$ cat config.mk
export PLATFORM = sky130hd
export DESIGN_NAME = au_multicycle
export DESIGN_NICKNAME = d
export VERILOG_FILES = /design/src/rtl/au_pkg.sv /design/src/rtl/au_iter_muldiv.sv /design/src/rtl/au_multicycle.sv
export SDC_FILE = /design/constraint.sdc
export NUM_CORES = 1
export LEC_CHECK = 0
export ABC_CLOCK_PERIOD_IN_PS = 2500
export BUFFER_PORTS_ARGS = -buffer_cell sky130_fd_sc_hd__buf_4
export CORE_UTILIZATION = 59
export DETAILED_ROUTE_END_ITERATION = 8
export PLACE_DENSITY = 0.79
export RECOVER_POWER = 25
export SETUP_SLACK_MARGIN = 0.2
export SYNTH_ARGS = -nofsm -noshare
export SYNTH_HDL_FRONTEND = slang
export SYNTH_HIERARCHICAL = 1
export SYNTH_SLANG_ARGS = --single-unit
$ cat constraint.sdc
create_clock -name clk -period 2.5 [get_ports clk]
set_input_delay 0.25 -clock clk [delete_from_list [all_inputs] [get_ports clk]]
set_output_delay 0.25 -clock clk [all_outputs]
set_load 0.02 [all_outputs]
$ cat src/rtl/au_pkg.sv
// au_pkg: shared opcode/state encodings and default widths for the multi-cycle arithmetic unit.
package au_pkg;
    localparam int DEF_W     = 2;
    localparam int DEF_ITERS = DEF_W;

    typedef enum logic [1:0] {
        OP_ADD = 2'b00,
        OP_SUB = 2'b01,
        OP_MUL = 2'b10,
        OP_DIV = 2'b11
    } op_t;

    typedef enum logic [1:0] {
        ST_LOAD,
        ST_EXEC,
        ST_DONE
    } st_t;
endpackage

$ cat src/rtl/au_iter_muldiv.sv
// au_iter_muldiv: one-bit-per-step shift-add multiplier and restoring divider.
// Outputs show the value the current step produces, so the caller can capture the final bit on the same edge.
module au_iter_muldiv #(
    parameter int W = 2
) (
    input  logic           clk,
    input  logic           reset,
    input  logic           load,
    input  logic           step,
    input  logic           is_div,
    input  logic [W-1:0]   a,
    input  logic [W-1:0]   b,
    output logic [2*W-1:0] product,
    output logic [W-1:0]   quotient,
    output logic [W-1:0]   remainder,
    output logic           div0
);
    logic [2*W-1:0] acc, mcand;
    logic [W-1:0]   mplier, rem, quo, dvd, dvs;
    logic [W:0]     trial, trial_sub;
    logic           fits;

    always_comb begin
        product   = acc + (mplier[0] ? mcand : '0);
        trial     = {rem, dvd[W-1]};
        fits      = trial >= {1'b0, dvs};
        trial_sub = fits ? trial - {1'b0, dvs} : trial;
        remainder = trial_sub[W-1:0];
        quotient  = {quo[W-2:0], fits};
        div0      = dvs == '0;
    end

    always_ff @(posedge clk or negedge reset) begin
        if (!reset) begin
            acc    <= '0;
            mcand  <= '0;
            mplier <= '0;
            rem    <= '0;
            quo    <= '0;
            dvd    <= '0;
            dvs    <= '0;
        end else if (load) begin
            acc    <= '0;
            mcand  <= {{W{1'b0}}, a};
            mplier <= b;
            rem    <= '0;
            quo    <= '0;
            dvd    <= a;
            dvs    <= b;
        end else if (step && !is_div) begin
            acc    <= product;
            mcand  <= mcand << 1;
            mplier <= mplier >> 1;
        end else if (step) begin
            rem    <= remainder;
            quo    <= quotient;
            dvd    <= dvd << 1;
        end
    end
endmodule

$ cat src/rtl/au_multicycle.sv
// au_multicycle: free-running 4-cycle arithmetic unit (ADD/SUB/MUL/DIV) with registered result and done strobe.
module au_multicycle
    import au_pkg::*;
#(
    parameter int W     = DEF_W,
    parameter int ITERS = DEF_ITERS
) (
    input  logic           clk,
    input  logic           reset,
    input  logic [W-1:0]   a,
    input  logic [W-1:0]   b,
    input  logic [1:0]     ctrl,
    output logic [2*W-1:0] y,
    output logic           c,
    output logic           done
);
    localparam int CW = (ITERS > 1) ? $clog2(ITERS) : 1;

    st_t            state, state_n;
    op_t            op;
    logic [CW-1:0]  cnt;
    logic [W-1:0]   ar, br, quotient, remainder;
    logic [W:0]     as_r;
    logic [2*W-1:0] product, y_n;
    logic           last, c_n, div0;

    au_iter_muldiv #(.W(W)) u_muldiv (
        .clk      (clk),
        .reset    (reset),
        .load     (state == ST_LOAD),
        .step     (state == ST_EXEC),
        .is_div   (op == OP_DIV),
        .a        (a),
        .b        (b),
        .product  (product),
        .quotient (quotient),
        .remainder(remainder),
        .div0     (div0)
    );

    // Top bit of as_r is the ADD carry or the SUB borrow.
    always_comb begin
        last    = cnt == CW'(ITERS - 1);
        state_n = (state == ST_LOAD) ? ST_EXEC :
                  (state == ST_EXEC) ? (last ? ST_DONE : ST_EXEC) : ST_LOAD;
        y_n     = (op == OP_ADD) ? {{(W-1){1'b0}}, as_r} :
                  (op == OP_SUB) ? {{W{1'b0}}, as_r[W-1:0]} :
                  (op == OP_MUL) ? product :
                  div0 ? '1 : {remainder, quotient};
        c_n     = (op == OP_ADD || op == OP_SUB) ? as_r[W] : (op == OP_DIV) && div0;
    end

    always_ff @(posedge clk or negedge reset) begin
        if (!reset) begin
            state <= ST_LOAD;
            cnt   <= '0;
            op    <= OP_ADD;
            ar    <= '0;
            br    <= '0;
            as_r  <= '0;
            y     <= '0;
            c     <= 1'b0;
            done  <= 1'b0;
        end else begin
            state <= state_n;
            cnt   <= (state == ST_EXEC && !last) ? cnt + CW'(1) : '0;
            done  <= state == ST_EXEC && last;
            if (state == ST_LOAD) begin
                ar <= a;
                br <= b;
                op <= op_t'(ctrl);
            end
            if (state == ST_EXEC && cnt == '0)
                as_r <= (op == OP_SUB) ? {1'b0, ar} - {1'b0, br} : {1'b0, ar} + {1'b0, br};
            if (state == ST_EXEC && last) begin
                y <= y_n;
                c <= c_n;
            end
        end
    end
endmodule

* Yosys cells after proc, flatten, opt, wreduce, memory -nomap -nowiden
Index checks and enable logic that the tools add are counted. W data, S select, Z words.
Word-level totals: bits in registers 33, input port bits 8, output and inout port bits 6, word-level logic and storage cells 68
Operators by class: add/sub/neg operators 5, order comparisons 1, equality and inequality tests 5, multiplexer cells 27, bitwise logic cells 1, reductions and logical operators 14
Operators by type and width (number):
- $mux W4 | 9
- $mux W2 | 12
- $logic_not A2 Y1 | 3
- $logic_and A1 B1 Y1 | 5
- $mux W1 | 5
- $add A4 B4 Y4 | 1
- $eq A2 B1 Y1 const B | 2
- $eq A2 B2 Y1 const B | 2
- $reduce_bool A2 Y1 | 2
- $add A2 B2 Y3 | 1
- $ge A3 B2 Y1 | 1
- $mux W3 | 1
- $sub A2 B2 Y3 | 1
- $logic_not A1 Y1 | 2
- $ne A2 B1 Y1 const B | 1
- $reduce_and A2 Y1 | 1
- $sub A2 B2 Y2 | 1
- $add A1 B1 Y1 const B | 1
- $logic_or A1 B1 Y1 | 1
- $not A1 Y1 | 1

* Depth between registers and ports, before layout
Gate-level depths: netlist of the first run.
word-level depth 6, depth in mapped cells 9, gate-level depth less buffers 9

* By module
The synthesis of the first run kept the hierarchy.
Modules (own cells, without submodules):
- au_iter_muldiv | times used 1, cells an instance 106, area each 929.6 µm², sequential area each 425.4 µm²
- au_multicycle | times used 1, cells an instance 75, area each 847.1 µm², sequential area each 450.4 µm²

* Worst setup path before layout of the first run
Ideal clock, no wire load.
path kind flip-flop to flip-flop, start point register u_muldiv.mplier[0], end point register y[3], setup time 0.125 ns, arrival time 1.905 ns, setup slack 0.470 ns, stages on the path, launching flop included 10, path buffers 0, cells stage by stage dfrtp_1 -> and2_1 -> ha_1 -> a21oi_1 -> a21oi_1 -> or2_2 -> xnor2_1 -> o21ai_0 -> a21oi_1 -> mux2_4
On the way: cells in the longest elaborated chain, start to end 5
RTL lines:
- from (decl) | RTL line au_iter_muldiv.sv:19 | logic [W-1:0] mplier, rem, quo, dvd, dvs;
- from (signal assigned) | RTL line au_iter_muldiv.sv:53 | mplier <= mplier >> 1;
- $mux W4 | RTL line au_iter_muldiv.sv:24 | product = acc + (mplier[0] ? mcand : '0);
- $add A4 B4 Y4 | RTL line au_iter_muldiv.sv:24
- net product[3] | RTL line au_multicycle.sv:24 | logic [2*W-1:0] product, y_n;
- $mux W4 | RTL line au_multicycle.sv:48 | (op == OP_MUL) ? product :
- $mux W4 | RTL line au_multicycle.sv:47 | (op == OP_SUB) ? {{W{1'b0}}, as_r[W-1:0]} :
- $mux W4 | RTL line au_multicycle.sv:46 | y_n = (op == OP_ADD) ? {{(W-1){1'b0}}, as_r} :
- to (signal assigned) | RTL line au_multicycle.sv:76 | y <= y_n;
- to (decl) | RTL line au_multicycle.sv:13 | output logic [2*W-1:0] y,
The timed path passes the listed nets, and every way through them passes these cells. A chain may end at the register's enable or synchronous reset.

* Final worst setup path of the first run
Same ends and word-level chain as after synthesis.

==> results of run 1 <==
## state kept, by name, summed over array words and instances, names as in the netlist
signal,flops
y,4
u_muldiv/rem,2
u_muldiv/quo,1
as_r,3
u_muldiv/dvs,2
done,1
u_muldiv/dvd,2
br,2
ar,2
c,1
u_muldiv/mcand,4
u_muldiv/mplier,2
cnt,1
u_muldiv/acc,4
op,2
state,2
## kinds of logic (layout without fill, tap and decap cells)
group | count (synthesis) | in the layout | synth area share (%)
adder cells (fa/ha/maj) | 9 | 9 | 7.18
buffers and inverters | 16 | 32 | 4.15
flip-flops | 35 | 35 | 49.3
AO/OA/AOI/OAI | 42 | 42 | 13.6
XOR/XNOR | 2 | 2 | 0.986
multiplexers | 8 | 8 | 5.28
AND/OR/NAND/NOR | 69 | 69 | 19.5
## per-layer routing
layer | GRT usage (%) | vias to the layer above | wire, um
met5 | 0 | - | 0
met4 | 12.2 | 0 | 87
met3 | 7.14 | 12 | 142
met2 | 38.4 | 40 | 1700
met1 | 32.0 | 642 | 1590
li1 | - | 657 | -
## power groups by stage
stage / logic, W / registers (W) / clock network, W
2_1_floorplan: 0.0000843 / 0.000633 / 0
3_3_place_gp: 0.000141 / 0.000625 / 0
3_5_place_dp: 0.000148 / 0.000626 / 0
4_1_cts: 0.000149 / 0.000615 / 0.000508
5_1_grt: 0.000166 / 0.000619 / 0.000527
6_report: 0.000148 / 0.000615 / 0.000500
## worst max path at each step
stage          endpoint  slack, ns  cells past startpoint
5_1_grt        state[0]       0.14                      2
4_1_cts            y[3]       0.31                      9
6_report           y[3]       0.34                      9
3_3_place_gp       y[3]       0.40                      9
3_5_place_dp       y[3]       0.33                      9
2_1_floorplan      y[3]       0.47                      9
## through the flow
stage               cell area (um^2)  setup WS (ns)  cells  hold slack (ns)
floorplan                       1780          0.470    181          -0.0456
global placement                1880          0.396    219            0.220
detailed placement              1880          0.328    219            0.223
CTS                             1990          0.312    228            0.118
global route                    2000          0.140    228            0.119
finish                          2000          0.339    228            0.128
## cell usage in the layout, fill, tap and decap left out, drive strengths merged, types with 5 or more instances in the layout
cell | synthesis | final
dfrtp | 35 | 35
nand2 | 24 | 24
a21oi | 18 | 18
nor2 | 16 | 16
buf | 4 | 13
o21ai | 11 | 11
inv | 9 | 9
ha | 7 | 7
clkbuf | 3 | 7
nor2b | 6 | 6
mux2 | 5 | 5
## critical path, delay by kind of cell (launching register included)
kind	cells	cell delay [ns]
and+or+nand+nor	4	0.76
xor gates and xnor gates	1	0.13
adders and majority gates	1	0.28
AOI/OAI and AO/OA	2	0.20
muxes	1	0.26
DFF	1	0.43
## area by class of cell
| cell class | instances | share of cell area (%) |
|---|---|---|
| clock buffer | 6 | 2.06 |
| clock inverter | 2 | 3.00 |
| inverter | 9 | 1.69 |
| multi-input combinational | 130 | 42.1 |
| sequential | 35 | 43.7 |
| tap | 31 | 1.94 |
| timing repair buffer | 15 | 5.56 |
## repair_timing
item                                    CTS  global route
endpoints found under the hold margin    35             0
resized for setup                         0             2
endpoints found under the setup margin    0             1
hold buffers                              1             0
==> results.md, run 1 <==
- Die ar.: 3230 um^2
- Die Width: 56.9 um
- Synth top cells by count: dfrtp_1, nand2_1, a21oi_1
- Max Slew Vio Count: 36
- Worst R2R Start: u_muldiv/mplier[0]
- Area share of the largest cell type after synthesis: 49.3%
- Initial Util: 63.3%
- Most frequent cell after synthesis: dfrtp_1
- Cell area power density: 630 nW/um^2
- FF-to-FF End: y[3]
- Multi-input logic area: 843 um^2
- Seq/Total Area, Yosys: 49.3%
- Clock skew: 0.00836 ns
- EDFF count, synth: 0
- Hold Crit Depth: 3
- Hold WC Path Type: in -> reg
- Power, Total: 0.00126 W
- Sequential power share: 48.7%
- Total GRT Usage: 24.8%
- Layout area overhead: 12.8%
- # diodes: 0
- Synth Warn #: 6
- Slew @ Worst Pin: 1.81 ns
- Initial antenna violation count: 0
- Register area: 876 um^2
- H-tree depth: 2
- Port bufs: 13
- Status: finished with violations
- Yosys cell types: 39
- Crit path arrival time: 2.39 ns
- Final layout net count: 213
- Dpl hpwl: 2.56 mm
- Failing checks: max-capacitance violations, max-slew violations
- Fill cells: 211
- I/O pins: 14
- Hold_sp: b[0]
- Max cap viols: 1
- CP Max Fanout: 5
- Synth Flop Type: dfrtp_1
- Num CTS Buffers: 5
- Hold Vio Cnt, Final: 0
- # clock sinks: 35
- RSZ-0062 raised after global routing: false
- Yosys top cell by area: dfrtp_1
- CP max stage cell: dfrtp_1
- Core Box Area: 2810 um^2
- Clock power frac: 39.6%
- Post-Syn Area: 1780 um^2
- Critical Path Max Stage Delay: 0.43 ns
- Root buffer cell: clkbuf_4
- RePlAce Congestion: 0.875
- Sw Share: 22.8%
- Synth top area cells: dfrtp_1, a21oi_1, nand2_1, ha_1, nor2_1
- Grt total ovfl: 0
- CTS tree: yes
- Highest clock rate: 463 MHz
- Vias per cell: 5.93
- FP Rows: 19
- DRC: 0
- Global-route wire length before repair: 5.93 mm
- Routed Antenna Nets: 0
- Setup CP Type: reg -> reg
- Largest net degree at the start of global routing: 36
- Peak VDD IR: 0.474 mV
- Worst skew pair latency: 0.34 ns
- Initial DRC count: 36
- Clock Path Buffers: 2
- Lkg Pwr: 0.955 nW
- Clock Pin Slew Worst Setup and Hold Paths: 0.10 ns
- Layout cell share with drive strength beyond 1: 18.3%
- Setup TNS: 0 ns
- Cell Chain, Critical Path: and2_1 > ha_1 > nand3_1 > and3_1 > or2_2 > xnor2_1 > o21ai_0 > a21oi_1 > mux2_4
- Type of origin of the critical path: register
- Drt first pass iters: 4
- CP required: 2.73 ns
- Post CTS Setup Buffer Count: 0
- Ys async rst share: 100%
- Worst Setup SP: u_muldiv/mplier[0]
- Post-route minimum period: 2.16 ns
- Die H: 56.9 um
- Worst r2r path cells: 9
- Reg2reg setup slack: 0.34 ns
- Pint: 0.000975 W
- Vias: 1,351
- Setup crit end kind: register
- Comb pwr share: 11.7%
- Setup violations, final: 0
- Syn avg cell area: 9.82 um^2
- Routed len/inst: 15.4 um
- WL final: 3.52 mm
- Final Util: 71.5%
- Register bit total from synthesis: 35
- Period utilisation layout: 86.4%
- Number of global-route vias before repair: 1,355
- Switching power: 0.000287 W
- Syn Inst Count: 181
- Syn Nets: 198
- Endpoint, Worst Hold: br[0]
- Rel. slew slack: -20.7%
(Power assumes the default switching activity.)
==> inputs of run 2 (changes only) <==
- REMOVE_ABC_BUFFERS: default -> 1
==> results.md, run 2 (same netlist as run 1, synthesis figures left out) <==
- Worst skew pair latency: 0.33 ns (about the same)
- Commonest non-fill, non-tap cell in the layout: dfrtp_1
- Power, Total: 0.00105 W (-17%)
- Clock Pin Slew Worst Setup and Hold Paths: 0.10 ns (about the same)
- Met3 Use GR: 6.45% (-0.69 points)
- Global-route wire length before repair: 6.09 mm (+2.7%)
- DRC: 3 (+3)
- Die ar.: 3230 um^2 (unchanged)
- Hold_sp: a[0]
- # diodes: 0 (unchanged)
- Setup violations, final: 0 (unchanged)
- Routed Antenna Nets: 0 (unchanged)
- Layout cell share with drive strength beyond 1: 18.3% (unchanged)
- Setup crit end kind: register
- Routed len/inst: 15.7 um (+2.0%)
- Worst R2R Start: u_muldiv/mplier[0]
- Number of global-route vias before repair: 1,340 (-1.1%)
- CP required: 2.73 ns (about the same)
- Highest clock rate: 461 MHz (-0.42%)
- Type of origin of the critical path: register
- H-tree depth: 2 (unchanged)
- Clock Path Buffers: 2 (unchanged)
- Hold Vio Cnt, Final: 0 (unchanged)
- Cell area power density: 539 nW/um^2 (-14%)
- # clock sinks: 35 (unchanged)
- WL final: 3.59 mm (+2.0%)
- Failing checks: design-rule violations
- Setup TNS: 0 ns (unchanged)
- GR peak layer: met2
- Final Util: 69.7% (-1.8 points)
- Clock skew: 0.0104 ns (+0.00200 ns)
- Post-route minimum period: 2.17 ns (+0.00920 ns)
- Num CTS Buffers: 5 (unchanged)
- Grt met1 use: 34.4% (+2.4 points)
- Worst r2r path cells: 9 (unchanged)
- CP Max Fanout: 5 (unchanged)
- Peak VDD IR: 0.418 mV (-12%)
- Initial DRC count: 60 (+67%)
- Grt total ovfl: 0 (unchanged)
- Vias per cell: 5.85 (-1.3%)
- Dpl hpwl: 2.57 mm (+0.41%)
- Period utilisation layout: 86.8% (+0.37 points)
- Hold Crit Depth: 3 (unchanged)
- RSZ-0062 raised after global routing: false
- Die Width: 56.9 um (unchanged)
- Crit path arrival time: 2.40 ns (about the same)
- Commonest cells after routing, fill and taps aside: dfrtp_1, nand2_1, a21oi_1
- Final layout net count: 213 (unchanged)
- Status: finished with violations
- Vias: 1,333 (-1.3%)
- Max Slew Vio Count: 0 (-100%)
- Rel. slew slack: 43.1% (+64 points)
- Final instance area: 1950 um^2 (-2.5%)
- Reg2reg setup slack: 0.33 ns (about the same)
- Core Box Area: 2810 um^2 (unchanged)
- Port bufs: 13 (unchanged)
- I/O pins: 14 (unchanged)
- RePlAce Congestion: 0.901 (+2.9%)
- CTS tree: yes
- Initial Util: 63.3% (unchanged)
- FF-to-FF End: y[3]
- Setup CP Type: reg -> reg
- Endpoint, Worst Hold: ar[0]
- Layout area overhead: 10.0%
- Lkg Pwr: 0.935 nW (-2.1%)
- Hold WC Path Type: in -> reg
- Slew @ Worst Pin: 0.853 ns (-0.957 ns)
- Total GRT Usage: 25.0% (+0.16 points)
- DP Area: 1880 um^2 (unchanged)
- Post CTS Setup Buffer Count: 0 (unchanged)
- FP Rows: 19 (unchanged)
- Met2 global-route usage: 39.3% (+0.85 points)
- Largest net degree at the start of global routing: 36 (unchanged)
- Root buffer cell: clkbuf_4
- Max cap viols: 0 (-1)
- Initial antenna violation count: 0 (unchanged)
- Die H: 56.9 um (unchanged)
- Drt first pass iters: 8 (+4)
- Top flop regs: u_muldiv/acc (4), u_muldiv/mcand (4), y (4)
[run 2: cell types whose count changed in the layout (fill, tap and decap cells not counted)]
cell,before,now
bufinv_16,2,0
clkbuf_2,0,1
clkinv_2,0,1
o21ai_0,11,10
o21ai_1,0,1
[run 2: layout make-up]
cell class / instances / area (um^2)
clock inverter: 1 / 5.00
sequential: 35 / 876
clock buffer: 7 / 45.0
inverter: 9 / 33.8
multi-input combinational: 130 / 843
fill: 236 / 851
timing repair buffer: 15 / 113
tap: 31 / 38.8
[run 2: timing repair]
item | CTS | global route
hold endpoints to repair | 35 | 0
endpoints found under the setup margin | 0 | 1
hold buffers | 1 | 0
resized for setup | 0 | 3
[run 2: routing by layer]
layer,routed length [um],share of wire [%]
met5,0,0
met4,42,1.2
met3,158,4.4
met2,1790,50
met1,1600,45
[run 2: how the worst max path moves through the flow]
stage	startpoint	endpoint	slack, ns	cells after the start
2_1_floorplan	u_muldiv/mplier[0]	y[3]	0.47	9
4_1_cts	u_muldiv/mcand[2]	y[3]	0.27	9
3_3_place_gp	u_muldiv/mplier[0]	y[3]	0.40	9
6_report	u_muldiv/mplier[0]	y[3]	0.33	9
3_5_place_dp	u_muldiv/mcand[2]	y[3]	0.28	9
5_1_grt	u_muldiv/mplier[0]	y[3]	0.26	9
[run 2: worst max-delay path: stages, from the launching register on]
cell and delay, ns:
dfrtp_1 0.42, and2_1 0.19, ha_4 0.30, nand3_1 0.11
and3_1 0.20, or2_2 0.29, xnor2_1 0.14, o21ai_1 0.12
a21oi_1 0.05, mux2_4 0.26
[run 2: through the flow]
| stage | cells | setup WS (ns) | hold WS, ns |
|---|---|---|---|
| 6_report | 228 | 0.330 | 0.143 |
| 5_1_grt | 228 | 0.258 | 0.127 |
| 4_1_cts | 228 | 0.267 | 0.121 |
| 3_5_place_dp | 219 | 0.278 | 0.227 |
| 3_3_place_gp | 219 | 0.403 | 0.218 |
| 2_1_floorplan | 174 | 0.470 | -0.0456 |
[run 2: where the power goes]
part | internal, W | switching [W] | total (W) | leakage, nW
clock network | 0.000110 | 0.000179 | 0.000288 | 0.0293
registers | 0.000596 | 0.0000195 | 0.000615 | 0.438
logic | 0.0000686 | 0.0000823 | 0.000151 | 0.467
